File: src/rtl/pc_seq_pkg.sv
// ---------------------------------------------------------------------------
// pc_seq_pkg
//   Shared definitions for the program-counter sequencer.
//   Contents:
//     pc_state_e           - sequencer FSM states (BOOT, RUN, HALT)
//     DEFAULT_RESET_VECTOR - fetch address used after reset unless overridden
//     FETCH_COUNT_WIDTH    - width of the retired-fetch counter
// ---------------------------------------------------------------------------
package pc_seq_pkg;

  // BOOT spends one cycle loading the reset vector, RUN fetches, and HALT
  // parks the PC until resume.
  typedef enum logic [1:0] {
    BOOT = 2'd0,
    RUN  = 2'd1,
    HALT = 2'd2
  } pc_state_e;

  localparam logic [31:0] DEFAULT_RESET_VECTOR = 32'h0000_0000;

  localparam int FETCH_COUNT_WIDTH = 32;

endpackage : pc_seq_pkg

File: src/rtl/pc_incrementer.sv
// ---------------------------------------------------------------------------
// pc_incrementer
//   Produces the sequential successor of a program counter. The addition is
//   unsigned modulo 2^WIDTH, so the all-ones address wraps to zero and no
//   carry is reported.
//   Ports:
//     pc_i        in  WIDTH  current fetch address
//     pc_plus1_o  out WIDTH  pc_i + 1 (combinational)
// ---------------------------------------------------------------------------
module pc_incrementer #(
  parameter int WIDTH = 32
) (
  input  logic [WIDTH-1:0] pc_i,
  output logic [WIDTH-1:0] pc_plus1_o
);

  // The carry out of the top bit is dropped on purpose; this is what gives
  // the silent wrap from the last address back to address zero.
  assign pc_plus1_o = pc_i + WIDTH'(1);

endmodule : pc_incrementer

File: src/rtl/pc_sequencer.sv
// ---------------------------------------------------------------------------
// pc_sequencer
//   Program-counter sequencer with a three-state control FSM. After reset it
//   spends one BOOT cycle presenting RESET_VECTOR, then fetches in RUN,
//   choosing the next PC with priority halt > stall > jump > branch > pc+1.
//   HALT parks the PC until resume. A 32-bit counter tracks the number of
//   cycles in which a fetch actually advanced.
//   Ports:
//     clk            in   1      rising-edge clock
//     reset          in   1      synchronous active-high reset
//     stall          in   1      hold PC this cycle
//     branch_taken   in   1      redirect to branch_target
//     branch_target  in   WIDTH  branch destination (word address)
//     jump           in   1      redirect to jump_target (beats branch)
//     jump_target    in   WIDTH  jump destination (word address)
//     halt           in   1      request entry to HALT
//     resume         in   1      request exit from HALT
//     pc             out  WIDTH  current fetch address (registered)
//     pc_plus1       out  WIDTH  pc + 1 (combinational from pc)
//     pc_valid       out  1      pc is an instruction to execute (registered)
//     halted         out  1      FSM is in HALT (registered)
//     fetch_count    out  32     count of non-stalled valid cycles (registered)
// ---------------------------------------------------------------------------
module pc_sequencer
  import pc_seq_pkg::*;
#(
  parameter int               WIDTH        = 32,
  parameter logic [WIDTH-1:0] RESET_VECTOR = WIDTH'(DEFAULT_RESET_VECTOR)
) (
  input  logic                         clk,
  input  logic                         reset,
  input  logic                         stall,
  input  logic                         branch_taken,
  input  logic [WIDTH-1:0]             branch_target,
  input  logic                         jump,
  input  logic [WIDTH-1:0]             jump_target,
  input  logic                         halt,
  input  logic                         resume,
  output logic [WIDTH-1:0]             pc,
  output logic [WIDTH-1:0]             pc_plus1,
  output logic                         pc_valid,
  output logic                         halted,
  output logic [FETCH_COUNT_WIDTH-1:0] fetch_count
);

  pc_state_e                    state_q, state_d;
  logic [WIDTH-1:0]             pc_q, pc_d;
  logic                         pc_valid_q, pc_valid_d;
  logic                         halted_q, halted_d;
  logic [FETCH_COUNT_WIDTH-1:0] fetch_count_q, fetch_count_d;
  logic                         fetch_advance;

  pc_incrementer #(
    .WIDTH (WIDTH)
  ) u_pc_incrementer (
    .pc_i       (pc_q),
    .pc_plus1_o (pc_plus1)
  );

  // Control FSM next state. BOOT always moves on to RUN regardless of the
  // inputs. In HALT, a simultaneous halt request outweighs resume so the
  // sequencer stays parked.
  always_comb begin
    state_d = state_q;
    case (state_q)
      BOOT:    state_d = RUN;
      RUN:     if (halt) state_d = HALT;
      HALT:    if (resume && !halt) state_d = RUN;
      default: state_d = BOOT;
    endcase
  end

  // The status outputs are registered copies of the upcoming state, so they
  // come straight from flops yet line up with the state they describe.
  always_comb begin
    pc_valid_d = (state_d == RUN);
    halted_d   = (state_d == HALT);
  end

  // Next-PC selection. Only an un-stalled, non-halting RUN cycle advances
  // the PC; a redirect seen during a stall or in HALT is simply dropped
  // and never remembered. jump is checked before branch_taken, so jump wins
  // when both are raised together. Targets are loaded unmodified.
  always_comb begin
    pc_d          = pc_q;
    fetch_advance = 1'b0;
    case (state_q)
      BOOT: pc_d = RESET_VECTOR;
      RUN: begin
        if (!halt && !stall) begin
          fetch_advance = 1'b1;
          if (jump) begin
            pc_d = jump_target;
          end else if (branch_taken) begin
            pc_d = branch_target;
          end else begin
            pc_d = pc_plus1;
          end
        end
      end
      default: pc_d = pc_q;
    endcase
  end

  // The fetch counter only moves on cycles where the PC really advanced;
  // it wraps naturally at 2^32.
  always_comb begin
    fetch_count_d = fetch_count_q;
    if (fetch_advance) begin
      fetch_count_d = fetch_count_q + 32'd1;
    end
  end

  // State and output registers. Reset is synchronous and overrides every
  // other input, so a reset in the middle of RUN or HALT looks exactly like
  // a power-on reset.
  always_ff @(posedge clk) begin
    if (reset) begin
      state_q       <= BOOT;
      pc_q          <= RESET_VECTOR;
      pc_valid_q    <= 1'b0;
      halted_q      <= 1'b0;
      fetch_count_q <= '0;
    end else begin
      state_q       <= state_d;
      pc_q          <= pc_d;
      pc_valid_q    <= pc_valid_d;
      halted_q      <= halted_d;
      fetch_count_q <= fetch_count_d;
    end
  end

  assign pc          = pc_q;
  assign pc_valid    = pc_valid_q;
  assign halted      = halted_q;
  assign fetch_count = fetch_count_q;

endmodule : pc_sequencer

File: config.mk
export PLATFORM = sky130hd
export DESIGN_NAME = pc_sequencer
export DESIGN_NICKNAME = d
export VERILOG_FILES = /design/src/rtl/pc_seq_pkg.sv /design/src/rtl/pc_incrementer.sv /design/src/rtl/pc_sequencer.sv
export SDC_FILE = /design/constraint.sdc
export NUM_CORES = 1
export LEC_CHECK = 0
export CORE_UTILIZATION = 40
export CTS_BUF_LIST = sky130_fd_sc_hd__clkbuf_4 sky130_fd_sc_hd__clkbuf_8
export CTS_CLUSTER_DIAMETER = 60
export CTS_CLUSTER_SIZE = 12
export DETAILED_ROUTE_END_ITERATION = 7
export PLACE_DENSITY = 0.76
export SYNTH_ARGS = -nofsm -noshare
export SYNTH_HDL_FRONTEND = slang
export SYNTH_SLANG_ARGS = --single-unit
File: constraint.sdc
create_clock -name clk -period 2.6 [get_ports clk]
set_clock_uncertainty 0.15 [all_clocks]
set_input_delay 0.26 -clock clk [delete_from_list [all_inputs] [get_ports clk]]
set_output_delay 0.26 -clock clk [all_outputs]
set_load 0.05 [all_outputs]
==> results by group, run 1 <==
Timing
  • Post-Route Setup TNS: 0 ns
  • Slew @ Worst Pin: between 0.6 and 0.7 ns
  • Setup ws final: 0.05891 ns
  • Share of the clock period used by the worst path: 0.9773
  • Final setup fails: 0
  • Slew Viols, Final: 0
  • Tmin final: around 2.5 ns
  • Hold Fails Final Rpt: 0
  • Fmax: about 390 MHz
  • RSZ-0062 raised after global routing: true
  • Slew margin rel.: 0.5779

Critical path
  • Startpoint of the worst register-to-register path: state_q[0]$_SDFF_PP0_
  • Crit. Startpoint: pc[7]$_SDFFE_PP0P_
  • Critical path class: register to output pin
  • CP Max Fanout: 9
  • Worst r2r path cells: 5
  • CP required: between 2 and 2.5 ns
  • Worst Path Arrival: around 2.1 ns
  • Startpoint Class: register
  • R2r setup slk: 0.21 ns
  • Crit path capture type: output pin
  • CP endpoint: pc_plus1[20]
  • Worst R2R End: fetch_count[31]$_SDFFE_PP0P_

Clocking
  • CTS Buf Count: 9
  • CTS Hold Bufs: 0
  • Root buf cell: clkbuf_8
  • Worst-path clk slew: roughly 0.080 ns
  • Clock sink count: 68
  • CTS tree: built
  • H-Tree Depth: 3
  • Clk_lat worst skew: roughly 0.34 ns
  • Clock Tree Buf Depth: 2

Global routing
  • Vias in the first global route: 4609
  • First-pass GRT wire length: 23140 microns
  • GR Overflow Total: 0
  • Initial antenna violation count: 0
  • GRT Total Usage: 0.2862
  • Largest net degree at the start of global routing: 52

Drt
  • Initial DRC Count: just over 400
  • DRT Pass-1 Iters: 5
  • Final ANT Viol Nets: 0
  • Vias per cell: between 5 and 6
  • Post-route met1 wirelength: roughly 6000 microns
  • Top Layer Used: met4
  • DR vias: between 4000 and 5000
  • Met2 wire len: between 7000 and 8000 microns
  • Routed length on met3: about 1200 microns
  • DRC viols: 0
  • WL final: 15410 microns
  • Wire length per cell: approximately 18 microns

Logic synthesis
  • Warnings from Yosys: 0
  • Cell Area, Synth: a little over 0.004 sq mm
  • Top post-synthesis cells by count: 68 x dfxtp_1, 64 x nor2_1, 34 x nand2_1, 33 x nand3_1
  • Async set or reset register ratio after synthesis: 0
  • Ys flop type: dfxtp_1
  • Post-Synthesis Net Count: 579
  • Synth cell types: 55
  • Most frequent cell after synthesis: dfxtp_1
  • Post-synthesis cell count: about 510
  • Syn_area_per_cell: 8.041 sq um
  • Area leader, netlist: dfxtp_1
  • Synth top area share: 0.3346
  • Sequential element share of the synthesized area: 0.3346
  • Area contributors post-synth: dfxtp_1 33%, xor2_1 6.5%, nor2_1 5.9%
  • Number of flops mapped to enable cells by yosys: 0
  • Synth Register Bits: 68

Layout
  • Net count reported at finish: 770
  • Design area: about 0.0068 sq mm
  • Core Util, Final: 0.6882
  • Synth-to-Final Area Change: 66.08%
  • Ant. Diodes: 0
  • Share of cells above drive strength 1: 0.2123

Power
  • Power, Total: 2.745 mW
  • Peak supply drop: 0.2381 mV
  • Leak: ~2.6 nW
  • Cell Pwr Density: approximately 400 mW/mm^2

Worst hold path
  • Worst Hold Class: primary input to register

Floorplanning
  • Area of the die: ~0.011 sq mm
  • Starting Density: 0.4144
  • Core area: 0.009819 sq mm
  • I/O pin cnt: ~170
  • Die width: ~100 microns
  • Die H: about 100 microns
  • Row cnt: 36

Flow run
  • MaxCap Viol Count: 0

Place
  • Dpl hpwl: around 12000 microns
  • Pre-CTS WS: -0.08683 ns
  • Placement-stage cell area: 0.006455 sq mm
  • RePlAce Congestion: about 0.94
  • I/O Buffers: around 170

Run status
  • Status: complete, no violations
[worst min-delay path by stage]
stage / startpoint / cells after the start / to
detailed placement: fetch_count[21]$_SDFFE_PP0P_ / 2 / fetch_count[21]$_SDFFE_PP0P_
floorplan: halt / 2 / halted$_SDFF_PP0_
CTS: reset / 2 / pc[17]$_SDFFE_PP0P_
global route: reset / 2 / pc[17]$_SDFFE_PP0P_
finish: reset / 2 / pc[17]$_SDFFE_PP0P_
global placement: fetch_count[18]$_SDFFE_PP0P_ / 2 / fetch_count[18]$_SDFFE_PP0P_
[placed cells by master (no fill, tap or decap), types with 6 or more instances in the layout]
cell,n
clkdlybuf4s50_1,139
nor2_1,63
dfxtp_1,49
buf_4,42
nand2_1,34
nand3_1,31
o21ai_0,30
buf_12,24
a22oi_1,21
xor2_1,19
a21oi_1,17
nand4_1,15
xnor2_1,14
dfxtp_2,13
xor2_2,11
nor3_1,10
o22ai_1,10
clkbuf_8,9
inv_1,8
and3_1,7
o21a_1,6
nor2b_1,6
nand2b_1,6
dfxtp_4,6
[power breakdown]
group	total (mW)	internal, mW	switching [mW]
combinational	0.717	0.321	0.396
clock	0.930	0.458	0.472
sequential	1.10	1.07	0.0322
[cell type report]
cell class	count	area [sq um]
clock inverters	7	78.83
inverters	8	30.03
multi-input cells	404	2766
fillers	835	3062
well taps	133	166.4
clock buffers	9	123.9
flip-flops and latches	68	1400
repair buffers	206	2192
[timing repair]
action	in CTS	in global routing
buffers inserted	0	4
resized for setup	6	15
pin swaps	0	3
setup endpoints to repair	9	17
gates cloned	0	0
[per-layer routing]
layer,global-route usage,vias to the layer above
met1,0.3498,2298
met5,0,-
met2,0.4872,266
met4,0.1278,0
met3,0.05695,57
li1,-,2235
[logic make-up (layout without fill, tap and decap cells)]
| family | count (synthesis) | after routing | synth area share |
|---|---|---|---|
| adder cells (fa/ha/maj) | 2 | 2 | 0.006149 |
| AO/OA/AOI/OAI | 124 | 124 | 0.2082 |
| XOR/XNOR | 48 | 48 | 0.1033 |
| AND/OR/NAND/NOR | 221 | 221 | 0.2872 |
| buffers and inverters | 34 | 230 | 0.03506 |
| multiplexers | 9 | 9 | 0.02552 |
| flip-flops | 68 | 68 | 0.3346 |
[registers in the layout (all words and copies together), names as in the netlist]
register and flops:
state_q 2, pc_valid 1, fetch_count 32, halted 1, pc 32
[critical path, stage by stage (launching register included)]
cell and delay, ns:
dfxtp_2 0.41, and4_4 0.28, nand4_1 0.09, buf_4 0.20, o31a_1 0.31, or2_2 0.29, buf_4 0.19
[stage by stage]
step,std cells,hold WS (ns)
6_report,835,0.03916
5_1_grt,835,0.05133
4_1_cts,831,0.01412
3_5_place_dp,815,0.3536
3_3_place_gp,815,0.3352
2_1_floorplan,506,0.2680
Power figures use the tool's default switching activity.
==> inputs of run 2 (changes only) <==
--- a/config.mk
+++ b/config.mk
@@ -5,12 +5,14 @@
 export SDC_FILE = /design/constraint.sdc
 export NUM_CORES = 1
 export LEC_CHECK = 0
-export CORE_UTILIZATION = 40
+export CELL_PAD_IN_SITES_DETAIL_PLACEMENT = 0
+export CELL_PAD_IN_SITES_GLOBAL_PLACEMENT = 1
+export CORE_UTILIZATION = 31
 export CTS_BUF_LIST = sky130_fd_sc_hd__clkbuf_4 sky130_fd_sc_hd__clkbuf_8
 export CTS_CLUSTER_DIAMETER = 60
 export CTS_CLUSTER_SIZE = 12
 export DETAILED_ROUTE_END_ITERATION = 7
-export PLACE_DENSITY = 0.76
+export PLACE_DENSITY_LB_ADDON = 0.1
 export SYNTH_ARGS = -nofsm -noshare
 export SYNTH_HDL_FRONTEND = slang
 export SYNTH_SLANG_ARGS = --single-unit
==> run 2 against run 1 <==
Against the previous run:
- die area rose by 28%
- sequential power is essentially flat
- non-clock buffer count increased by 14
- fmax increased by 0.41%
- via count down 5.3%
- global-route usage is 5.9 points lower
- hold slack improved by 0.16 ns
- power shrank 1.1%
- combinational power barely moved
- first-iteration DRC count shrank 35%
==> results by group, run 2 (synthesis gave the netlist of run 1 again) <==
Power
  • Power, Total: 2.714 mW (was 2.745 mW)
  • Cell Pwr Density: 390.4 mW/mm^2 (was 406.3 mW/mm^2)
  • Peak supply drop: 0.1931 mV (was 0.2381 mV)
  • Leak: 2.714 nW (was 2.612 nW)

Clocking
  • Worst-path clk slew: 0.08 ns (about the same)
  • Clk_lat worst skew: 0.36 ns (was 0.34 ns)
  • Clock sink count: 68 (unchanged)
  • Clock Tree Buf Depth: 2 (unchanged)
  • CTS Buf Count: 9 (unchanged)
  • H-Tree Depth: 3 (unchanged)
  • Root buf cell: clkbuf_8 (unchanged)
  • CTS tree: built (unchanged)

Floorplanning
  • Die width: 116.6 microns (was 102.9 microns)
  • Row cnt: 41 (was 36)
  • Starting Density: 0.3198 (was 0.4144)
  • Core area: 0.01272 sq mm (was 0.009819 sq mm)
  • Die H: 116.6 microns (was 102.9 microns)
  • Area of the die: 0.01359 sq mm (was 0.01058 sq mm)
  • I/O pin cnt: 169 (unchanged)

Timing
  • Slew Viols, Final: 0 (unchanged)
  • Fmax: 395.2 MHz (was 393.5 MHz)
  • Slew @ Worst Pin: 0.5674 ns (was 0.6332 ns)
  • Tmin final: 2.531 ns (was 2.541 ns)
  • Hold Fails Final Rpt: 0 (unchanged)
  • Final setup fails: 0 (unchanged)
  • RSZ-0062 raised after global routing: true (unchanged)
  • Slew margin rel.: 0.6217 (was 0.5779)
  • Share of the clock period used by the worst path: 0.9733 (was 0.9773)
  • Hold WS: 0.1953 ns (was 0.03916 ns)
  • Setup ws final: 0.06932 ns (was 0.05891 ns)

Drt
  • DRC viols: 0 (unchanged)
  • DRT Pass-1 Iters: 4 (was 5)
  • Wire length per cell: 17.11 microns (was 18.45 microns)
  • Final ANT Viol Nets: 0 (unchanged)
  • WL final: 15190 microns (was 15410 microns)
  • Vias per cell: 5.178 (was 5.816)
  • DR vias: 4598 (was 4856)
  • Initial DRC Count: 270 (was 413)

Worst hold path
  • Hold depth: 3 (was 2)
  • Worst Hold Class: primary input to register (unchanged)

Critical path
  • R2r setup slk: 0.15 ns (was 0.21 ns)
  • Worst Path Arrival: 2.12 ns (was 2.13 ns)
  • Worst r2r path cells: 5 (unchanged)
  • CP Max Fanout: 6 (was 9)
  • CP required: 2.19 ns (about the same)
  • Crit path capture type: output pin (unchanged)
  • Critical path class: register to output pin (unchanged)
  • Startpoint Class: register (unchanged)

Layout
  • Most frequent cells in the layout: 139 x clkdlybuf4s50_1, 62 x nor2_1, 53 x buf_4 (was 139 x clkdlybuf4s50_1, 63 x nor2_1, 49 x dfxtp_1)
  • Ant. Diodes: 0 (unchanged)
  • Final Non-Filler Cells: 888 (was 835)
  • Commonest non-fill, non-tap cell in the layout: clkdlybuf4s50_1 (unchanged)
  • Share of cells above drive strength 1: 0.2263 (was 0.2123)
  • Synth-to-Final Area Change: 70.88% (was 66.08%)
  • Net count reported at finish: 784 (was 770)

Global routing
  • First-pass GRT wire length: 23550 microns (was 23140 microns)
  • GR Overflow Total: 0 (unchanged)
  • Largest net degree at the start of global routing: 39 (was 52)
  • Vias in the first global route: 4480 (was 4609)
  • Initial antenna violation count: 0 (unchanged)
  • GRT Total Usage: 0.2272 (was 0.2862)

Place
  • Dpl cells: 864 (was 815)
  • RePlAce Congestion: 0.7926 (was 0.9352)
  • Pre-CTS WS: -0.2575 ns (was -0.08683 ns)
  • I/O Buffers: 168 (unchanged)
  • Dpl hpwl: 11600 microns (was 11530 microns)

Run status
  • Status: complete, no violations (unchanged)

Flow run
  • MaxCap Viol Count: 0 (unchanged)
run 2: cell types whose count changed in the layout (fill, tap and decap cells not counted), sizes merged:
cell	previous run	this run
clkinv	0	3
inv	13	10
buf	67	81
run 2: layout make-up:
type                    count  area (sq um)
flip-flops and latches     68          1418
multi-input cells         404          2774
clock inverters             7         75.07
inverters                   8         30.03
fillers                  1233          5769
well taps                 172         215.2
clock buffers               9         123.9
repair buffers            220          2317
run 2: layer usage:
| metal | track usage | share of wire | vias up | routed length, microns |
|---|---|---|---|---|
| met1 | 0.3044 | 0.46 | 2175 | 6920 |
| li1 | - | - | 2265 | - |
| met4 | 0.07764 | 0.018 | 0 | 279 |
| met3 | 0.03633 | 0.058 | 17 | 885 |
| met2 | 0.3704 | 0.47 | 141 | 7106 |
| met5 | 0 | 0 | - | 0 |
run 2: final timing paths:
kind / startpoint / end
worst max-delay path: pc[0]$_SDFFE_PP0P_ / pc_plus1[16]
worst min-delay path: reset / pc[17]$_SDFFE_PP0P_
worst max register to register: state_q[0]$_SDFF_PP0_ / fetch_count[26]$_SDFFE_PP0P_
worst min register to register: fetch_count[21]$_SDFFE_PP0P_ / fetch_count[21]$_SDFFE_PP0P_
run 2: worst max-delay path, stage by stage (launching register included):
cell and delay, ns:
dfxtp_4 0.40, ha_4 0.17, and4_4 0.24, buf_4 0.14, nand4_1 0.12, o21a_1 0.21
or2_2 0.30, buf_4 0.20
run 2: what timing repair did:
item,4_1_cts,5_1_grt
hold buffers,0,0
resized for setup,13,17
endpoints found under the setup margin,14,12
endpoints found under the hold margin,0,0
pin swaps,3,2
setup buffers,2,6
run 2: through the flow:
stage	setup TNS [ns]	util	instance area, sq um
after floorplan	-0.03007	-	4233
after global placement	-1.473	0.5181	6591
after detailed placement	-2.212	0.5181	6591
after CTS	0	0.5392	6860
after global routing	-0.05657	0.5465	6953
final	0	0.5465	6953
run 2: power by group:
part	internal [mW]	switching, mW	total (mW)
combinational	0.326	0.395	0.720
sequential	1.06	0.0273	1.09
clock	0.448	0.459	0.907
total	1.83	0.881	2.71
